**src/rtl/dma_write_engine_if.sv**
```systemverilog
// Signal bundle between the packet source, the DMA write engine and the DMA
// command/data/completion channels.
interface dma_write_engine_if #(
    parameter int WIDTH     = 512,
    parameter int BEAT_BITS = 16
);
    // Every channel transfers on a cycle where valid and ready are both high;
    // once valid is raised its payload holds steady until that transfer.
    logic                 req_valid;
    logic                 req_ready;
    logic [63:0]          req_address;
    logic [BEAT_BITS-1:0] req_beats;

    logic                 in_valid;
    logic                 in_ready;
    logic [WIDTH-1:0]     in_data;
    logic                 in_last;

    logic                 write_cmd_valid;
    logic                 write_cmd_ready;
    logic [63:0]          write_cmd_address;
    logic [31:0]          write_cmd_length;

    logic                 write_data_valid;
    logic                 write_data_ready;
    logic [WIDTH-1:0]     write_data_data;
    logic [WIDTH/8-1:0]   write_data_keep;
    logic                 write_data_last;

    logic                 back_valid;
    logic                 back_ready;

    modport master (
        input  req_valid, req_address, req_beats,
        input  in_valid, in_data, in_last,
        input  write_cmd_ready, write_data_ready, back_valid,
        output req_ready, in_ready,
        output write_cmd_valid, write_cmd_address, write_cmd_length,
        output write_data_valid, write_data_data, write_data_keep, write_data_last,
        output back_ready
    );

    modport slave (
        output req_valid, req_address, req_beats,
        output in_valid, in_data, in_last,
        output write_cmd_ready, write_data_ready, back_valid,
        input  req_ready, in_ready,
        input  write_cmd_valid, write_cmd_address, write_cmd_length,
        input  write_data_valid, write_data_data, write_data_keep, write_data_last,
        input  back_ready
    );
endinterface

```
**src/rtl/dma_write_engine.sv**
```systemverilog
// Turns a packet request plus its beat stream into one DMA write command and
// the matching data burst, with a credit limit on writes awaiting completion.
module dma_write_engine #(
    parameter int WIDTH           = 512,
    parameter int MAX_OUTSTANDING = 16,
    parameter int BEAT_BITS       = 16
) (
    input  logic                                 clock,
    input  logic                                 reset,
    dma_write_engine_if.master                   bus,
    output logic [$clog2(MAX_OUTSTANDING+1)-1:0] outstanding,
    output logic [31:0]                          done_count,
    output logic                                 len_error,
    output logic                                 idle,
    output logic [1:0]                           dbg_state
);
    localparam int OW    = $clog2(MAX_OUTSTANDING + 1);
    localparam int SHIFT = $clog2(WIDTH / 8);
    localparam logic [OW-1:0] MAX_CNT = OW'(MAX_OUTSTANDING);

    typedef enum logic [1:0] {
        S_IDLE = 2'd0,
        S_CMD  = 2'd1,
        S_DATA = 2'd2
    } state_t;

    state_t               state_q, state_d;
    logic [63:0]          addr_q, addr_d;
    logic [31:0]          len_q, len_d;
    logic [BEAT_BITS-1:0] rem_q, rem_d;
    logic [OW-1:0]        out_q, out_d;
    logic [31:0]          done_q, done_d;
    logic                 err_q, err_d;
    logic                 req_fire, cmd_fire, beat_fire, last_beat, back_dec;

    assign last_beat = (rem_q == BEAT_BITS'(1));

    always_comb begin
        state_d              = state_q;
        addr_d               = addr_q;
        len_d                = len_q;
        rem_d                = rem_q;
        err_d                = err_q;
        req_fire             = 1'b0;
        cmd_fire             = 1'b0;
        beat_fire            = 1'b0;
        bus.req_ready        = 1'b0;
        bus.in_ready         = 1'b0;
        bus.write_data_valid = 1'b0;
        unique case (state_q)
            S_IDLE: begin
                bus.req_ready = !reset && (out_q < MAX_CNT);
                req_fire      = bus.req_valid && bus.req_ready;
                // A zero-beat request is swallowed without producing a command.
                if (req_fire && (bus.req_beats != '0)) begin
                    addr_d  = bus.req_address;
                    len_d   = 32'(bus.req_beats) << SHIFT;
                    rem_d   = bus.req_beats;
                    state_d = S_CMD;
                end
            end
            S_CMD: begin
                cmd_fire = bus.write_cmd_ready;
                if (cmd_fire) begin
                    state_d = S_DATA;
                end
            end
            S_DATA: begin
                bus.write_data_valid = bus.in_valid;
                bus.in_ready         = bus.write_data_ready;
                beat_fire            = bus.in_valid && bus.write_data_ready;
                if (beat_fire) begin
                    rem_d = rem_q - BEAT_BITS'(1);
                    // The requested beat count, not in_last, ends the burst.
                    if (bus.in_last != last_beat) begin
                        err_d = 1'b1;
                    end
                    if (last_beat) begin
                        state_d = S_IDLE;
                    end
                end
            end
            default: state_d = S_IDLE;
        endcase
    end

    // A completion with nothing in flight is counted but cannot underflow.
    assign back_dec = bus.back_valid && (out_q != '0);

    always_comb begin
        out_d = out_q;
        if (cmd_fire && !back_dec) begin
            out_d = out_q + OW'(1);
        end else if (!cmd_fire && back_dec) begin
            out_d = out_q - OW'(1);
        end
        done_d = done_q + (bus.back_valid ? 32'd1 : 32'd0);
    end

    always_ff @(posedge clock) begin
        if (reset) begin
            state_q <= S_IDLE;
            addr_q  <= '0;
            len_q   <= '0;
            rem_q   <= '0;
            out_q   <= '0;
            done_q  <= '0;
            err_q   <= 1'b0;
        end else begin
            state_q <= state_d;
            addr_q  <= addr_d;
            len_q   <= len_d;
            rem_q   <= rem_d;
            out_q   <= out_d;
            done_q  <= done_d;
            err_q   <= err_d;
        end
    end

    assign bus.write_cmd_valid   = (state_q == S_CMD);
    assign bus.write_cmd_address = addr_q;
    assign bus.write_cmd_length  = len_q;
    assign bus.write_data_data   = bus.in_data;
    assign bus.write_data_keep   = '1;
    assign bus.write_data_last   = (state_q == S_DATA) && last_beat;
    assign bus.back_ready        = 1'b1;

    assign outstanding = out_q;
    assign done_count  = done_q;
    assign len_error   = err_q;
    assign idle        = (state_q == S_IDLE) && (out_q == '0);
    assign dbg_state   = state_q;
endmodule

```
**src/flat_wrapper.sv**
```systemverilog
// flat-port wrapper written by rule: the top's interface ports become plain ports
module dma_write_engine_flat 
#(
    parameter int WIDTH           = 512,
    parameter int MAX_OUTSTANDING = 16,
    parameter int BEAT_BITS       = 16
)
  (clock, reset, outstanding, done_count, len_error, idle, dbg_state, bus_req_valid, bus_req_address, bus_req_beats, bus_in_valid, bus_in_data, bus_in_last, bus_write_cmd_ready, bus_write_data_ready, bus_back_valid, bus_req_ready, bus_in_ready, bus_write_cmd_valid, bus_write_cmd_address, bus_write_cmd_length, bus_write_data_valid, bus_write_data_data, bus_write_data_keep, bus_write_data_last, bus_back_ready);
  dma_write_engine_if #(.WIDTH(WIDTH), .BEAT_BITS(BEAT_BITS)) bus_i ();
  input  logic clock;
  input  logic reset;
  output logic [$clog2(MAX_OUTSTANDING+1)-1:0] outstanding;
  output logic [31:0] done_count;
  output logic len_error;
  output logic idle;
  output logic [1:0] dbg_state;
  input wire logic [$bits(bus_i.req_valid)-1:0] bus_req_valid;
  input wire logic [$bits(bus_i.req_address)-1:0] bus_req_address;
  input wire logic [$bits(bus_i.req_beats)-1:0] bus_req_beats;
  input wire logic [$bits(bus_i.in_valid)-1:0] bus_in_valid;
  input wire logic [$bits(bus_i.in_data)-1:0] bus_in_data;
  input wire logic [$bits(bus_i.in_last)-1:0] bus_in_last;
  input wire logic [$bits(bus_i.write_cmd_ready)-1:0] bus_write_cmd_ready;
  input wire logic [$bits(bus_i.write_data_ready)-1:0] bus_write_data_ready;
  input wire logic [$bits(bus_i.back_valid)-1:0] bus_back_valid;
  output wire logic [$bits(bus_i.req_ready)-1:0] bus_req_ready;
  output wire logic [$bits(bus_i.in_ready)-1:0] bus_in_ready;
  output wire logic [$bits(bus_i.write_cmd_valid)-1:0] bus_write_cmd_valid;
  output wire logic [$bits(bus_i.write_cmd_address)-1:0] bus_write_cmd_address;
  output wire logic [$bits(bus_i.write_cmd_length)-1:0] bus_write_cmd_length;
  output wire logic [$bits(bus_i.write_data_valid)-1:0] bus_write_data_valid;
  output wire logic [$bits(bus_i.write_data_data)-1:0] bus_write_data_data;
  output wire logic [$bits(bus_i.write_data_keep)-1:0] bus_write_data_keep;
  output wire logic [$bits(bus_i.write_data_last)-1:0] bus_write_data_last;
  output wire logic [$bits(bus_i.back_ready)-1:0] bus_back_ready;
  assign bus_i.req_valid = bus_req_valid;
  assign bus_i.req_address = bus_req_address;
  assign bus_i.req_beats = bus_req_beats;
  assign bus_i.in_valid = bus_in_valid;
  assign bus_i.in_data = bus_in_data;
  assign bus_i.in_last = bus_in_last;
  assign bus_i.write_cmd_ready = bus_write_cmd_ready;
  assign bus_i.write_data_ready = bus_write_data_ready;
  assign bus_i.back_valid = bus_back_valid;
  assign bus_req_ready = bus_i.req_ready;
  assign bus_in_ready = bus_i.in_ready;
  assign bus_write_cmd_valid = bus_i.write_cmd_valid;
  assign bus_write_cmd_address = bus_i.write_cmd_address;
  assign bus_write_cmd_length = bus_i.write_cmd_length;
  assign bus_write_data_valid = bus_i.write_data_valid;
  assign bus_write_data_data = bus_i.write_data_data;
  assign bus_write_data_keep = bus_i.write_data_keep;
  assign bus_write_data_last = bus_i.write_data_last;
  assign bus_back_ready = bus_i.back_ready;
  dma_write_engine #(.WIDTH(WIDTH), .MAX_OUTSTANDING(MAX_OUTSTANDING), .BEAT_BITS(BEAT_BITS)) u_core (.clock(clock), .reset(reset), .bus(bus_i), .outstanding(outstanding), .done_count(done_count), .len_error(len_error), .idle(idle), .dbg_state(dbg_state));
endmodule
```
**config.mk**
```make
export PLATFORM = sky130hd
export DESIGN_NAME = dma_write_engine_flat
export DESIGN_NICKNAME = d
export VERILOG_FILES = /design/src/rtl/dma_write_engine_if.sv /design/src/rtl/dma_write_engine.sv /design/src/flat_wrapper.sv
export SDC_FILE = /design/constraint.sdc
export NUM_CORES = 1
export LEC_CHECK = 0
export ABC_AREA = 1
export ABC_CLOCK_PERIOD_IN_PS = 2000
export BUFFER_PORTS_ARGS = -buffer_cell sky130_fd_sc_hd__buf_2
export CELL_PAD_IN_SITES_DETAIL_PLACEMENT = 1
export CELL_PAD_IN_SITES_GLOBAL_PLACEMENT = 2
export CORE_AREA = 2 2 519 521
export CTS_BUF_LIST = sky130_fd_sc_hd__clkbuf_16
export DETAILED_ROUTE_END_ITERATION = 16
export DIE_AREA = 0 0 521 523
export PLACE_DENSITY_LB_ADDON = 0.1
export RECOVER_POWER = 25
export SLEW_MARGIN = 10
export SYNTH_ARGS = -nofsm -noshare
export SYNTH_HDL_FRONTEND = slang
export SYNTH_SLANG_ARGS = --single-unit
```
**constraint.sdc**
```tcl
create_clock -name clock -period 2 [get_ports clock]
set_input_delay 0.1 -clock clock [delete_from_list [all_inputs] [get_ports clock]]
set_output_delay 0.1 -clock clock [all_outputs]
set_load 0.01 [all_outputs]
```
==> flow_summary.yaml, run 1 <==
setup_path:
  critPathArrivalTime_ns: 2.37
  cp_data_required_time_ns: 2.43
  cp_max_fo: 7
  r2r-start: "u_core.outstanding[4]$_SDFFE_PP0P_"
  critPathKind: "reg -> reg"
  endpoint_kind: "flip-flop"
  start_kind: "flip-flop"
  crit_start: "u_core.outstanding[4]$_SDFFE_PP0P_"
die:
  die_area_um2: 272500
  std_cell_rows: 190
  die_x_um: 521
  start_util_pct: 4.019
  core-area_um2: 267000
  io_pins: 1319
  die_y_um: 523
grt:
  antenna_found_initial: 5
  grt_max_degree: 30
  grt_first_pass_wirelength_um: 79230
  grt_usage_pct: 4.341
  grt_pass1_vias: 9159
  overflow: 0
detailed_routing:
  wl_um: 64130
  antenna_left: 0
  drt_iter0_markers: 202
  drc: 0
  post_drt_wl_per_cell_um: 12.87
  viasPerCell: 1.704
  drtPass1Iterations: 4
  vias: 8493
clock_network:
  clock_sinks: 136
  numCtsBuffers: 17
  clk_latency_ns: 0.56
  cts_tree: "yes"
  root_buffer: "clkbuf_16"
  clk_pin_slew_ns: 0.09
  htreeDepth: 4
  cts_buffer_depth: 2
sta:
  fmax_ghz: 0.5156
  finalMaxSlewViolations: 0
  layout_min_cycle_time_ns: 1.940
  period_share_pct: 96.98
  setup_slack_ns: 0.06036
  worst_slew_pin_slew_ns: 0.5474
  tns_ns: 0
  fin_skew_ns: 0.01736
  rsz0062_at_grt: "true"
  final-hold-violation-count: 0
  relSlewSlack_pct: 63.51
  finalSetupViolCount: 0
synth:
  synthFlopType: "dfxtp_1"
  synth_edf_count: 0
  ys_seq_elements: 136
  synth_top_cell_by_area: "buf_4"
  avgSynthCellArea_um2: 7.027
  ys_warn_count: 0
  synth.top_cells.by_area: "buf_4 42%, dfxtp_1 25%, nor2_1 11%"
  yosysSeqAreaShare_pct: 25.37
  synthArstFlopShare_pct: 0
  yosysTopAreaCellShare_pct: 41.56
  syn_area_um2: 10730
  ys_types: 31
  syn-instance-count: 1527
pwr:
  p_total_w: 0.01125
  p_per_area_nw_per_um2: 751.8
  ir_worst_vdd_v: 0.0007531
  p_leak_nw: 5.229
min_path:
  hold_path_class: "in -> reg"
  holdCritStartpoint: "bus_back_valid"
finish:
  layout_commonest_cell: "nor2_1"
  fill_cells: 31886
  final_cell_mix: "287 x nor2_1, 212 x buf_2, 162 x nand2_1"
  drive_gt1_share_pct: 30.68
  finalNetCount: 2027
  finish.utilization_pct: 5.607
  regArea_um2: 2740
  area_delta_synth_final_pct: 39.49
  multiInputGateArea_um2: 3551
run:
  maxCapViolations: 0
placement:
  post-place-ws_ns: -0.06763
  io_buffers: 213
  dp_hpwl_um: 46840
  gp_congestion: 0.6183
run_status:
  outcome: "finished, final reports clean"
## kinds of logic (layout without fill, tap and decap cells)
group	Yosys count	in the layout	synth area share, %
AOI/OAI and AO/OA	138	138	6.530
DFF	136	136	25.37
buffers and inverters	699	524	46.44
other	2	83	0.06999
xor gates and xnor gates	9	9	0.7346
adders and majority gates	9	9	1.119
and+or+nand+nor	534	534	19.73
## worst max-delay path, cell delays in order, from the launching register on
cell	delay, ns
dfxtp_1	0.33
buf_4	0.15
or2_4	0.26
nor3_4	0.20
buf_6	0.15
nand2_8	0.11
clkbuf_16	0.23
clkbuf_16	0.19
o21ai_2	0.15
nor2_1	0.05
## flip-flops by register name, summed over array words and instances, names as in the netlist
register and flops:
u_core.bus.write_cmd_length 16, u_core.outstanding 5, u_core.len_error 1, u_core.dbg_state 2, u_core.bus.write_cmd_address 64, u_core.rem_q 16
u_core.done_count 32
## cell usage after synthesis (3+ instances only)
cell,n
a21oi_1,32
ha_1,8
nand2_1,168
buf_6,17
xnor2_1,3
o21ai_1,22
nor2_1,303
dfxtp_1,136
nor3_1,9
clkbuf_1,17
xor2_1,6
nand3b_1,4
o21a_1,3
inv_1,67
nand3_1,37
buf_4,594
o21ai_0,80
nand4_1,3
## final cells by class
| type | instances | area share [%] |
|---|---|---|
| antenna | 2 | 0.03344 |
| clock buffer | 17 | 2.842 |
| clock inverter | 15 | 1.170 |
| inverter | 69 | 1.973 |
| multi-input combinational | 771 | 23.72 |
| sequential | 136 | 18.31 |
| tap | 3552 | 29.69 |
| timing repair buffer | 421 | 21.86 |
| timing repair inverter | 2 | 0.4012 |
## metal layers
layer / part of all wire, % / track usage, % / up-vias
met5: 0 / 0 / -
met4: 6.7 / 3.152 / 0
met3: 9.1 / 2.232 / 255
met2: 46 / 6.904 / 542
met1: 38 / 4.374 / 3860
li1: - / - / 3836
## per-stage QoR
step                cell area [um2]  instances  hold slack [ns]
detailed placement            12690       4841           0.2001
floorplan                     11030       1606           0.2452
global placement              12690       4841           0.2001
CTS                           14290       4959          0.01424
global route                  14960       4983          0.05911
finish                        14970       4985          0.06981
## power by group
group | switching (W) | leakage, nW | internal [W]
logic | 0.00245 | 3.82 | 0.00170
clock network | 0.00206 | 0.289 | 0.00179
registers | 0.000209 | 1.12 | 0.00305
## what timing repair did
item                                    4_1_cts  5_1_grt
cloned                                        2       18
endpoints found under the setup margin       43      104
endpoints found under the hold margin        93        0
setup buffers                                 2        6
gates resized for setup                      39       95
pin swaps                                     6       16
hold buffers                                 83        0
## final timing paths
| kind | to | slack [ns] | depth (start not counted) |
|---|---|---|---|
| max | u_core.bus.write_cmd_address[56]$_SDFFE_PP0P_ | 0.06 | 9 |
| min | u_core.done_count[0]$_SDFF_PP0_ | 0.07 | 4 |
| max reg2reg | u_core.bus.write_cmd_address[56]$_SDFFE_PP0P_ | 0.06 | 9 |
| min reg2reg | u_core.len_error$_SDFFE_PP0P_ | 0.47 | 2 |
Power figures use the tool's default switching activity.
==> run 2, diff against run 1 <==
--- a/config.mk
+++ b/config.mk
@@ -14,6 +14,7 @@
 export CTS_BUF_LIST = sky130_fd_sc_hd__clkbuf_16
 export DETAILED_ROUTE_END_ITERATION = 16
 export DIE_AREA = 0 0 521 523
+export MAX_ROUTING_LAYER = met4
 export PLACE_DENSITY_LB_ADDON = 0.1
 export RECOVER_POWER = 25
 export SLEW_MARGIN = 10
==> run 2 against run 1 <==
Critical path depth is the same. Total power shrank 2.5%. Clock power is essentially flat. Sequential share of layout area grew 0.35 points. Fmax shrank 0.67%. Final cell count shrank 0.18%. Core utilization shrank 0.10 points. Critical path type unchanged. Critical endpoint is now u_core.bus.write_cmd_address[48]$_SDFFE_PP0P_.
==> flow_summary.yaml, run 2 (synthesis gave the netlist of run 1 again) <==
placement:
  post-place-ws_ns: -0.06763
  io_buffers: 213
  dp_hpwl_um: 46840
  dp.cells: 4841
  placed_area_um2: 12690
  gp_congestion: 0.6232
clock_network:
  clock_sinks: 136
  htreeDepth: 4
  numCtsBuffers: 17
  cts_buffer_depth: 2
  root_buffer: "clkbuf_16"
  cts_tree: "yes"
  clk_latency_ns: 0.57
  clk_pin_slew_ns: 0.09
setup_path:
  start_kind: "flip-flop"
  endpoint_kind: "flip-flop"
  critPathArrivalTime_ns: 2.38
  cp_data_required_time_ns: 2.43
  cpPeakStageDelay_ns: 0.33
  critPathMostFrequentCell: "buf_4"
  slowest_stage: "dfxtp_1"
  r2r-start: "u_core.outstanding[4]$_SDFFE_PP0P_"
  critPathKind: "reg -> reg"
  cp_max_fo: 26
  crit_start: "u_core.outstanding[4]$_SDFFE_PP0P_"
  worstPathCellList: "buf_4 > or2_1 > nor3_2 > buf_4 > nand2_4 > buf_12 > buf_16 > o21ai_0 > nor2_1"
detailed_routing:
  drt_iter0_markers: 202
  vias: 8454
  drtPass1Iterations: 4
  antenna_left: 0
  highest-signal-layer: "met4"
  wl_um: 62200
  drc: 0
  dr_wl_met2_um: 28600
  post_drt_wl_per_cell_um: 12.50
  viasPerCell: 1.699
  met3_length_um: 5613
  wl_met1_um: 23960
sta:
  finalMaxSlewViolations: 0
  fin_hold_ws_ns: 0.07398
  period_share_pct: 97.63
  setup_slack_ns: 0.04735
  relSlewSlack_pct: 63.66
  finalSetupViolCount: 0
  rsz0062_at_grt: "true"
  fmax_ghz: 0.5121
  worst_slew_pin_slew_ns: 0.5451
  fin_skew_ns: 0.02933
  tns_ns: 0
  final-hold-violation-count: 0
  layout_min_cycle_time_ns: 1.953
die:
  die_area_um2: 272500
  start_util_pct: 4.019
  die_x_um: 521
  die_y_um: 523
  std_cell_rows: 190
  io_pins: 1319
  core-area_um2: 267000
min_path:
  hold_path_class: "in -> reg"
  holdCritStartpoint: "bus_back_valid"
grt:
  antenna_found_initial: 7
  grt_max_degree: 30
  overflow: 0
  grt_first_pass_wirelength_um: 79180
  grt_usage_pct: 4.465
  grt_pass1_vias: 9167
pwr:
  p_leak_nw: 5.104
  ir_worst_vdd_v: 0.0007453
  p_per_area_nw_per_um2: 746.7
finish:
  area_delta_synth_final_pct: 36.90
  finalNetCount: 2017
  largest_reg_flops: 64
  final_cell_mix: "287 x nor2_1, 212 x buf_2, 161 x nand2_1"
  drive_gt1_share_pct: 29.91
  layout_commonest_cell: "nor2_1"
  stdcell_count: 4976
  fin_area_um2: 14690
run_status:
  outcome: "finished, final reports clean"
run:
  maxCapViolations: 0
## run 2: changes by cell type in the layout (fill, tap and decap cells not counted), sizes merged
cell	previous run	this run
buf	326	323
clkinv	6	5
clkinvlp	4	3
inv	75	76
clkbuf	29	23
diode	2	3
## run 2: per-stage QoR
stage,util (%),total power [W]
detailed placement,4.752,0.006758
CTS,5.354,0.01135
floorplan,-,0.006127
finish,5.503,0.01097
global route,5.501,0.01205
global placement,4.752,0.006797
## run 2: path summary, 6_finish.rpt
kind,end,slack [ns],depth (start not counted)
max,u_core.bus.write_cmd_address[48]$_SDFFE_PP0P_,0.05,9
min,u_core.done_count[0]$_SDFF_PP0_,0.07,4
max reg2reg,u_core.bus.write_cmd_address[48]$_SDFFE_PP0P_,0.05,9
min reg2reg,u_core.len_error$_SDFFE_PP0P_,0.47,2
## run 2: report_power, final
group	leakage (nW)	internal (W)	switching, W
Combinational	3.70	0.00154	0.00232
Sequential	1.12	0.00305	0.000208
Clock	0.289	0.00179	0.00206
## run 2: worst max-delay path: cells and delay by family, from the launching register on
family | cells | cell delay [ns]
flops | 1 | 0.33
buf+inv | 4 | 0.71
simple gates | 4 | 0.55
compound gates | 1 | 0.17
## run 2: layout make-up
| cell class | count | area (um2) |
|---|---|---|
| clock buffer | 17 | 425.4 |
| clock inverter | 15 | 175.2 |
| tap | 3552 | 4444 |
| inverter | 69 | 291.5 |
| sequential | 136 | 2740 |
| timing repair buffer | 412 | 3065 |
| timing repair inverter | 1 | 30.03 |
| fill | 31911 | 252300 |
| antenna | 3 | 7.507 |
| multi-input combinational | 771 | 3511 |
## run 2: routing by layer
metal / global-route usage (%) / vias to the layer above
li1: - / 3818
met1: 4.371 / 3826
met2: 6.971 / 536
met3: 2.201 / 274
met4: 3.026 / 0
met5: - / -
## run 2: repair_timing
action / in CTS / in global routing
cloned: 2 / 9
endpoints found under the hold margin: 93 / 0
endpoints found under the setup margin: 43 / 104
buffers inserted: 2 / 5
gates resized for setup: 39 / 64
hold buffers: 83 / 0
pin swaps: 6 / 9
==> run 3, diff against run 2 <==
--- a/config.mk
+++ b/config.mk
@@ -5,15 +5,15 @@
 export SDC_FILE = /design/constraint.sdc
 export NUM_CORES = 1
 export LEC_CHECK = 0
-export ABC_AREA = 1
+export ABC_AREA = 0
 export ABC_CLOCK_PERIOD_IN_PS = 2000
 export BUFFER_PORTS_ARGS = -buffer_cell sky130_fd_sc_hd__buf_2
 export CELL_PAD_IN_SITES_DETAIL_PLACEMENT = 1
 export CELL_PAD_IN_SITES_GLOBAL_PLACEMENT = 2
-export CORE_AREA = 2 2 519 521
+export CORE_AREA = 2 2 521 523
 export CTS_BUF_LIST = sky130_fd_sc_hd__clkbuf_16
 export DETAILED_ROUTE_END_ITERATION = 16
-export DIE_AREA = 0 0 521 523
+export DIE_AREA = 0 0 523 525
 export MAX_ROUTING_LAYER = met4
 export PLACE_DENSITY_LB_ADDON = 0.1
 export RECOVER_POWER = 25
==> run 3 against run 2 <==
The run now ends with setup timing left. Register-to-register slack got worse by 0.24 ns. First-iteration DRC count is 11% lower. Final area shrank 2.4%. Worst setup slack got worse by 0.24 ns. Via count down 10%. Clock skew about the same. Fmax down 11%. Global-route usage down 0.25 points. Hold slack improved by 0.019 ns. Largest cell class unchanged.
==> flow_summary.yaml, run 3 <==
run_status:
  outcome: "finished with violations"
  violations: "setup timing"
clock_network:
  numCtsBuffers: 17
  htreeDepth: 4
  clock_sinks: 136
  clk_latency_ns: 0.55
  cts_tree: "yes"
  root_buffer: "clkbuf_16"
  cts_buffer_depth: 2
  clk_pin_slew_ns: 0.09
finish:
  regArea_um2: 2735
  final_cell_mix: "212 x buf_2, 182 x nand2_1, 128 x dfxtp_1"
  area_delta_synth_final_pct: 40.40
  drive_gt1_share_pct: 36.51
  fill_cells: 32100
  largest_reg_flops: 64
  multiInputGateArea_um2: 3329
  finalNetCount: 1804
  layout_commonest_cell: "buf_2"
  stdcell_count: 4782
grt:
  overflow: 0
  grt_use_met1_pct: 3.596
  antenna_found_initial: 5
  gr-max-usage-layer: "met2"
  use_met2_pct: 6.534
  grt_first_pass_wirelength_um: 74550
  grt_usage_pct: 4.215
  grt_util_met3_pct: 1.823
  grt_pass1_vias: 8184
  grt_max_degree: 83
sta:
  final-hold-violation-count: 0
  setup_slack_ns: -0.1882
  period_share_pct: 109.4
  finalMaxSlewViolations: 0
  fin_hold_ws_ns: 0.09344
  fmax_ghz: 0.4570
  tns_ns: -0.3223
  fin_skew_ns: 0.02971
  layout_min_cycle_time_ns: 2.188
  worst_slew_pin_slew_ns: 0.6045
  finalSetupViolCount: 3
  relSlewSlack_pct: 59.70
  rsz0062_at_grt: "true"
detailed_routing:
  antenna_left: 0
  post_drt_wl_per_cell_um: 12.46
  drc: 0
  drtPass1Iterations: 4
  viasPerCell: 1.587
  wl_um: 59590
  vias: 7588
  drt_iter0_markers: 180
synth:
  ys_seq_elements: 136
  ys_types: 51
  avgSynthCellArea_um2: 7.805
  synthFlopType: "dfxtp_1"
  synth_top_cell_by_area: "buf_4"
  synthArstFlopShare_pct: 0
  ys_warn_count: 0
  yosysTopAreaCellShare_pct: 43.76
  yosysSeqAreaShare_pct: 26.67
  syn_area_um2: 10210
  yosysMostFrequentCell: "buf_4"
  synth_edf_count: 0
  synth.top_cells.by_area: "buf_4 44%, dfxtp_1 27%, nand2_1 6.9%"
  syn-instance-count: 1308
  netlist_top_cells_count: "595 x buf_4, 188 x nand2_1, 136 x dfxtp_1, 111 x a21oi_1, 50 x nor2_1"
setup_path:
  slowest_stage: "dfxtp_4"
  worstPathCellList: "nor2b_4 > nand2_2 > inv_2 > buf_12 > ha_4 > inv_4 > fa_2 > a21o_1 > a21oi_2 > xnor2_1 > or3_1 > a21oi_2"
  endpoint_kind: "flip-flop"
  cp_max_fo: 3
  critPathArrivalTime_ns: 2.65
  cp_data_required_time_ns: 2.46
  critPathMostFrequentCell: "a21oi_2"
  path_buf_inv: 3
  cpPeakStageDelay_ns: 0.35
  start_kind: "flip-flop"
  cpLargestDelayFamily: "simple AND/OR/NAND/NOR gates"
  critPathKind: "reg -> reg"
placement:
  dp.cells: 4643
  io_buffers: 213
  gp_congestion: 0.6004
  dp_hpwl_um: 44760
die:
  io_pins: 1319
  std_cell_rows: 191
  core-area_um2: 269300
  die_x_um: 523
  start_util_pct: 3.790
  die_area_um2: 274600
  die_y_um: 525
pwr:
  swShare_pct: 37.20
  p_total_w: 0.009523
  p_leak_nw: 4.668
  p_switching_w: 0.003543
  p_per_area_nw_per_um2: 664.4
  pwr-share-clk_pct: 39.4
  ir_worst_vdd_v: 0.0007794
  power_frac_seq_pct: 32.1
  internal_power_w: 0.005980
  combPwrFrac_pct: 28.6
min_path:
  hold_path_class: "in -> reg"
run:
  maxCapViolations: 0
[run 3: cell count changes after synthesis, sizes merged, moves of 18 or more]
| cell | previous run | this run |
|---|---|---|
| nor2 | 305 | 50 |
| o21ai | 102 | 21 |
| a21oi | 32 | 111 |
| inv | 68 | 10 |
| nand3 | 37 | 16 |
| nand2 | 170 | 188 |
[run 3: cell type report]
cell class	instances	area share, %
antenna	4	0.06984
clock buffer	17	2.968
clock inverter	15	1.135
inverter	10	0.2794
multi-input combinational	604	23.23
sequential	136	19.08
tap	3570	31.17
timing repair buffer	426	22.07
[run 3: per-layer routing]
layer  vias up  routed length (um)
li1       3302                   -
met2       440               27420
met3       350                5592
met4         0                6770
met5         -                   0
met1      3496               19800
[run 3: final timing paths]
kind | from | to | slack, ns | cells past startpoint
setup / recovery | u_core.dbg_state[0]$_SDFFE_PP0P_ | u_core.outstanding[4]$_SDFFE_PP0P_ | -0.19 | 12
hold / removal | bus_req_beats[4] | u_core.bus.write_cmd_length[10]$_SDFFE_PP0P_ | 0.09 | 4
setup reg to reg | u_core.dbg_state[0]$_SDFFE_PP0P_ | u_core.outstanding[4]$_SDFFE_PP0P_ | -0.19 | 12
hold reg to reg | u_core.bus.write_cmd_length[6]$_SDFFE_PP0P_ | u_core.bus.write_cmd_length[6]$_SDFFE_PP0P_ | 0.46 | 2
[run 3: metrics by stage]
stage	area (um2)	setup slack, ns	utilization, %
4_1_cts	13880	-0.2554	5.152
5_1_grt	14330	-0.3051	5.320
2_1_floorplan	10530	-0.1070	-
6_report	14330	-0.1882	5.322
3_3_place_gp	12400	-0.3592	4.603
3_5_place_dp	12400	-0.2993	4.603
[run 3: cells by family (layout without fill, tap and decap cells)]
group | Yosys count | count (layout) | synth area share (%)
adders and majority gates | 9 | 9 | 1.177
DFF | 136 | 136 | 26.67
muxes | 2 | 2 | 0.1961
xor gates and xnor gates | 33 | 33 | 2.831
AOI/OAI and AO/OA | 155 | 155 | 8.273
buffers and inverters | 647 | 468 | 45.96
and+or+nand+nor | 324 | 324 | 14.82
other | 2 | 85 | 0.07357
[run 3: worst reg2reg max path, cell delays in order, from the launching register on]
cell     delay, ns
dfxtp_4       0.35
nor2b_4       0.14
nand2_2       0.07
inv_2         0.07
buf_12        0.11
ha_4          0.15
inv_4         0.04
fa_2          0.33
a21o_1        0.18
a21oi_2       0.13
xnor2_1       0.09
or3_1         0.33
a21oi_2       0.12
[run 3: what timing repair did]
action	CTS	global route
gates resized for setup	11	50
hold endpoints to repair	86	0
setup buffers	2	11
cloned	0	7
hold buffers	83	0
setup endpoints to repair	5	96
pin swaps	5	13
[run 3: power by group through the flow]
stage                     combinational, W  clock (W)  sequential [W]
after floorplan                    0.00210          0         0.00321
after global routing               0.00305    0.00420         0.00309
final                              0.00272    0.00375         0.00305
after CTS                          0.00262    0.00418         0.00306
after global placement             0.00246          0         0.00312
after detailed placement           0.00243          0         0.00312
